`config.mk`:
```
export PLATFORM = sky130hd
export DESIGN_NAME = hex_scan_display
export DESIGN_NICKNAME = d
export VERILOG_FILES = /design/src/rtl/disp_pkg.sv /design/src/rtl/hex2seg.sv /design/src/rtl/hex_scan_display.sv
export SDC_FILE = /design/constraint.sdc
export NUM_CORES = 1
export LEC_CHECK = 0
export ABC_AREA = 1
export BUFFER_PORTS_ARGS = -buffer_cell sky130_fd_sc_hd__clkbuf_2
export CORE_ASPECT_RATIO = 0.6
export CORE_UTILIZATION = 48
export DETAILED_ROUTE_END_ITERATION = 10
export HOLD_SLACK_MARGIN = 0.1
export PLACE_DENSITY = 0.79
export SYNTH_ARGS = -nofsm -noshare
export SYNTH_HDL_FRONTEND = slang
export SYNTH_HIERARCHICAL = 1
export SYNTH_SLANG_ARGS = --single-unit
```
`constraint.sdc`:
```
create_clock -name clk_100MHz_i -period 2.71 [get_ports clk_100MHz_i]
set_input_delay 0.4065 -clock clk_100MHz_i [delete_from_list [all_inputs] [get_ports clk_100MHz_i]]
set_output_delay 0.4065 -clock clk_100MHz_i [all_outputs]
set_load 0.1 [all_outputs]
```
`src/rtl/disp_pkg.sv`:
```
// Shared constants and types for the multiplexed hex display scanner.
// Segment patterns are active-low, bit order {g,f,e,d,c,b,a}.
package disp_pkg;

  typedef enum logic {
    MODE_MANUAL = 1'b0,
    MODE_AUTO   = 1'b1
  } mode_e;

  localparam logic [6:0] SEG_BLANK = 7'h7F;

  localparam logic [6:0] SEG_HEX [16] = '{
    7'h40, 7'h79, 7'h24, 7'h30, 7'h19, 7'h12, 7'h02, 7'h78,
    7'h00, 7'h10, 7'h08, 7'h03, 7'h46, 7'h21, 7'h06, 7'h0E
  };

endpackage

```
`src/rtl/hex2seg.sv`:
```
// Combinational nibble-to-seven-segment decoder with a blanking override.
module hex2seg
  import disp_pkg::*;
(
  input  logic [3:0] nibble,
  input  logic       blank,
  output logic [6:0] seg
);

  always_comb begin
    seg = blank ? SEG_BLANK : SEG_HEX[nibble];
  end

endmodule

```
`src/rtl/hex_scan_display.sv`:
```
// Multi-channel hex scanner: snapshots one channel per frame and multiplexes
// its nibbles onto an active-low 7-segment digit array.
module hex_scan_display
  import disp_pkg::*;
#(
  parameter int NUM_CH   = 4,
  parameter int CH_W     = 32,
  parameter int DIGITS   = 8,
  parameter int SCAN_DIV = 100000,
  parameter int ROT_DIV  = 200,
  parameter int BLANK_LZ = 1
) (
  input  logic                        clk_100MHz_i,
  input  logic                        rst_n,
  input  logic [NUM_CH*CH_W-1:0]      cnt_val_i,
  input  logic                        mode_i,
  input  logic [$clog2(NUM_CH)-1:0]   ch_sel_i,
  input  logic                        hold_i,
  output logic [7:0]                  HEX_o,
  output logic [DIGITS-1:0]           AN_o,
  output logic [$clog2(NUM_CH)-1:0]   ch_o,
  output logic                        frame_o
);

  localparam int CH_SEL_W = $clog2(NUM_CH);
  localparam int PS_W     = $clog2(SCAN_DIV);
  localparam int DIG_W    = $clog2(DIGITS);
  localparam int FC_W     = (ROT_DIV > 1) ? $clog2(ROT_DIV) : 1;
  localparam int NIB      = CH_W / 4;

  if (CH_W % 4 != 0) begin : g_chk_ch_w_nibble
    $error("CH_W must be a multiple of 4");
  end
  if (CH_W > 4 * DIGITS) begin : g_chk_ch_w_fits
    $error("CH_W must not exceed 4*DIGITS");
  end

  logic [PS_W-1:0]     prescaler;
  logic [DIG_W-1:0]    digit;
  logic [FC_W-1:0]     frame_cnt;
  logic [CH_W-1:0]     snap;
  mode_e               mode_q;
  mode_e               mode_in;
  logic                tick;
  logic                frame_end;
  logic [CH_SEL_W-1:0] ch_next;
  logic [FC_W-1:0]     frame_cnt_next;
  logic [4*DIGITS-1:0] snap_wide;
  logic [DIGITS-1:0]   upper_zero;
  logic                zero_acc;
  logic [3:0]          nibble;
  logic                blank;
  logic [6:0]          seg;
  logic                dp;

  assign mode_in   = mode_e'(mode_i);
  assign tick      = (prescaler == PS_W'(SCAN_DIV - 1));
  assign frame_end = tick && (digit == DIG_W'(DIGITS - 1));

  // Channel/dwell decision for the coming frame. Entering auto mode restarts
  // the dwell without stepping the channel.
  always_comb begin
    ch_next        = ch_o;
    frame_cnt_next = frame_cnt;
    if (mode_in == MODE_AUTO) begin
      if (mode_q == MODE_MANUAL) begin
        frame_cnt_next = '0;
      end else if (frame_cnt == FC_W'(ROT_DIV - 1)) begin
        frame_cnt_next = '0;
        ch_next = (ch_o == CH_SEL_W'(NUM_CH - 1)) ? '0 : ch_o + CH_SEL_W'(1);
      end else begin
        frame_cnt_next = frame_cnt + FC_W'(1);
      end
    end else begin
      frame_cnt_next = '0;
      ch_next = (32'(ch_sel_i) >= NUM_CH) ? CH_SEL_W'(NUM_CH - 1) : ch_sel_i;
    end
  end

  // upper_zero[d] is set when nibble d and every nibble above it are zero.
  always_comb begin
    snap_wide  = (4 * DIGITS)'(snap);
    upper_zero = '0;
    zero_acc   = 1'b1;
    for (int i = DIGITS - 1; i >= 0; i--) begin
      zero_acc      = zero_acc && (snap_wide[4*i +: 4] == 4'h0);
      upper_zero[i] = zero_acc;
    end
    nibble = snap_wide[4*digit +: 4];
    blank  = (32'(digit) >= NIB) ||
             ((BLANK_LZ != 0) && (digit != '0) && upper_zero[digit]);
    dp     = !((digit == '0) && (mode_q == MODE_AUTO));
  end

  hex2seg u_hex2seg (
    .nibble (nibble),
    .blank  (blank),
    .seg    (seg)
  );

  always_ff @(posedge clk_100MHz_i) begin
    if (!rst_n) begin
      prescaler <= '0;
      digit     <= '0;
      frame_cnt <= '0;
      snap      <= '0;
      mode_q    <= MODE_MANUAL;
      ch_o      <= '0;
      frame_o   <= 1'b0;
      AN_o      <= '1;
      HEX_o     <= 8'hFF;
    end else begin
      prescaler <= tick ? '0 : prescaler + PS_W'(1);
      if (tick) begin
        digit <= (digit == DIG_W'(DIGITS - 1)) ? '0 : digit + DIG_W'(1);
      end
      frame_o <= frame_end;
      AN_o    <= ~(DIGITS'(1) << digit);
      HEX_o   <= {dp, seg};
      if (frame_end) begin
        mode_q    <= mode_in;
        frame_cnt <= frame_cnt_next;
        ch_o      <= ch_next;
        if (!hold_i) begin
          snap <= cnt_val_i[ch_next*CH_W +: CH_W];
        end
      end
    end
  end

endmodule

```
==> results.cfg <==
[status]
outcome = complete, no violations

[timing]
tns_ps = 0
min_period_over_period_pct = 86.9
slew_violations = 0
fmax_mhz = 425
rsz0062_at_grt = no
worst_slew_pin_slew_ps = 642
relSlewSlack_pct = 57.2
setup_viol = 0
skew_ps = 8.31
period_minus_slack_ps = 2350
finalHoldViolations = 0

[global_routing]
met3_usage_pct = 5.52
grt_pass1_vias = 5080
grt_pass1_wl_mm = 24.6
grt-ovfl-total = 0
met1_usage_pct = 39.0
grt.busiest_layer = met1
met2_usage_pct = 34.7
antenna_found_initial = 0
grt_max_degree = 66
grt_usage_pct = 25.3

[power_and_ir_drop]
vdd.ir_drop.worst_v = 0.000253
powerDensity_nw_per_um2 = 420
p_leak_nw = 3.71

[floorplan]
die_w_um = 143
die_y_um = 86.5
dieArea_um2 = 12400
core_area_um2 = 11400
initial_utilization_pct = 49.9
top_level_ports = 153
rows = 30

[synth]
syn_avg_cell_area_um2 = 6.12
synthesis.nets = 1084
ys_seq_elements = 80
syn_inst = 934
synthMuxAreaShare_pct = 0
synth_simple_gate_area_share_pct = 36.7
synth-main-ff-cell = dfxtp_1
yosysWarnings = 6
synth_edf_count = 0
seq_area_frac_synth_pct = 28.0
async_flop_share_pct = 0
netlist_area_um2 = 5710
synth_top_family_by_area = simple AND/OR/NAND/NOR gates
synth_xor_area_share_pct = 1.23
yosysUniqueCellTypes = 37
synth_compound_area_share_pct = 9.00
synthAdderAreaFrac_pct = 3.50

[setup_path]
slowest_stage = dfxtp_1
critPathMaxStageDelay_ps = 330
cp_cell_sequence = inv_1 -> a21oi_1 -> a221oi_1 -> a31oi_1 -> buf_4 -> ha_1 -> inv_1 -> nand2_1 -> nand3_1 -> nand3_1 -> or2_2
timing.rr.end = HEX_o[0]
endpoint = HEX_o[0]
start_kind = flip-flop
rrSetupSlack_ps = 360
cpLargestDelayFamily = buffers and inverters
path_depth = 11
cp.required_ps = 2940
critPathKind = flip-flop to flip-flop
worstPathMaxFanout = 16
endpoint_kind = flip-flop
path_buf_inv = 3
r2r-start = digit[0]
startpoint = digit[0]
reg2reg_depth = 11
cp.arrival_ps = 2580

[worst_hold_path]
worstHoldPathType = primary input to flip-flop
hold_path_depth = 3
hold_start = mode_i

[cells_and_area]
fillers = 1108
fin_cells = 1230
final_util_pct = 59.5
final_common_cell = inv_1
layout-drive-gt1-share_pct = 20.9
antenna_cells = 0
mostFrequentLayoutCells = 234 x inv_1, 199 x nand3_1, 170 x nand2_1
nets = 1215
area_growth_pct = 19.3

[clocking]
clock_latency_ps = 350
cts_buffers = 9
cts.repair.resized = 0
cts_max_level = 3
ctsHoldBuffers = 0
cts_setup_buffers = 0
cts_tree = done
clkTransAtPathRegs_ps = 60
cts_root_buf = clkbuf_16
clockBufferDepth = 2
cts.sinks = 80

[routing]
postRouteAntennaNets = 0
postRouteWirelength_mm = 15.1
drtPass1Iterations = 5
wire_per_inst_um = 12.2
viasPerCell = 4.94
vias = 6075
drc = 0
drtIter0Drc = 500

[placement]
hpwl_mm = 11.4
io_buffers = 152
gp_congestion = 0.909
dp.cells = 1214

[job]
drv_cap = 0
-- worst min-delay path by stage --
| stage | end | slack [ps] |
|---|---|---|
| after detailed placement | prescaler[0] | 440 |
| after global routing | AN_o[3] | 450 |
| after CTS | frame_cnt[0] | 420 |
| final | frame_cnt[0] | 420 |
| after global placement | prescaler[0] | 430 |
| after floorplan | prescaler[0] | 420 |
-- worst min-delay path, delay by kind of cell --
family	cells	cell delay (ps)
buf+inv	1	130
simple gates	1	120
compound gates	1	60
-- cells in the mapped netlist (2+ instances only) --
cell / count / share of area, %
nand4_1: 16 / 1.8
nor3_2: 2 / 0.35
nor3b_1: 2 / 0.26
o22ai_1: 3 / 0.33
nor2_2: 6 / 0.66
or2_2: 9 / 0.99
a21oi_1: 50 / 4.4
buf_1: 8 / 0.53
nand3b_1: 3 / 0.39
inv_2: 8 / 0.53
ha_1: 16 / 3.5
a31oi_1: 4 / 0.44
buf_2: 12 / 1.1
xor2_1: 8 / 1.2
nor2_4: 2 / 0.39
inv_1: 234 / 15
o21ai_0: 22 / 1.9
nand2_2: 4 / 0.44
nand3_1: 200 / 18
clkbuf_1: 10 / 0.66
nor2_1: 21 / 1.4
a221oi_1: 4 / 0.61
nor4_1: 2 / 0.22
a21oi_2: 4 / 0.61
dfxtp_1: 80 / 28
nor3_1: 6 / 0.53
nand2_1: 172 / 11
buf_6: 16 / 3.2
buf_4: 2 / 0.26
-- layer usage --
layer / wire length, um / vias to the layer above
li1: - / 3170
met4: 132 / 0
met3: 1270 / 10
met2: 5720 / 257
met5: 0 / -
met1: 7930 / 2638
-- cell type report --
class                           instances  area [um2]  share of cell area (%)
Inverter                              242         908                    13.3
Sequential cell                        80        1600                    23.5
Clock buffer                           10         229                    3.36
Multi-Input combinational cell        564        2890                    42.4
Clock inverter                          6        93.8                    1.38
Timing Repair Buffer                  168         893                    13.1
Tap cell                              160         200                    2.94
-- stage by stage --
stage / hold slack (ps) / total power (W) / setup slack, ps / cell area [um2]
2_1_floorplan: 418 / 0.00144 / 219 / 5710
3_3_place_gp: 432 / 0.00158 / 543 / 6490
3_5_place_dp: 438 / 0.00158 / 455 / 6490
4_1_cts: 417 / 0.00289 / 404 / 6820
5_1_grt: 450 / 0.00299 / 166 / 6820
6_report: 422 / 0.00286 / 356 / 6820
-- power breakdown --
part | switching, W | internal (W) | total [W]
Sequential | 0.00000427 | 0.00119 | 0.00119
Clock | 0.000498 | 0.000811 | 0.00131
Combinational | 0.000215 | 0.000149 | 0.000364
Total | 0.000717 | 0.00215 | 0.00286
-- registers in the layout, summed over array words and instances (netlist names) --
name,cells
AN_o,8
HEX_o,8
frame_o,1
ch_o,2
mode_q,1
snap,32
prescaler,17
digit,3
frame_cnt,8
-- kinds of logic (layout without fill, tap and decap cells) --
| group | after synthesis | count (layout) |
|---|---|---|
| adder cells (fa/ha/maj) | 16 | 16 |
| flip-flops | 80 | 80 |
| AO/OA/AOI/OAI | 92 | 92 |
| XOR/XNOR | 8 | 8 |
| buffers and inverters | 290 | 426 |
| AND/OR/NAND/NOR | 448 | 448 |
Note: power is estimated with default switching activity, not from simulation.
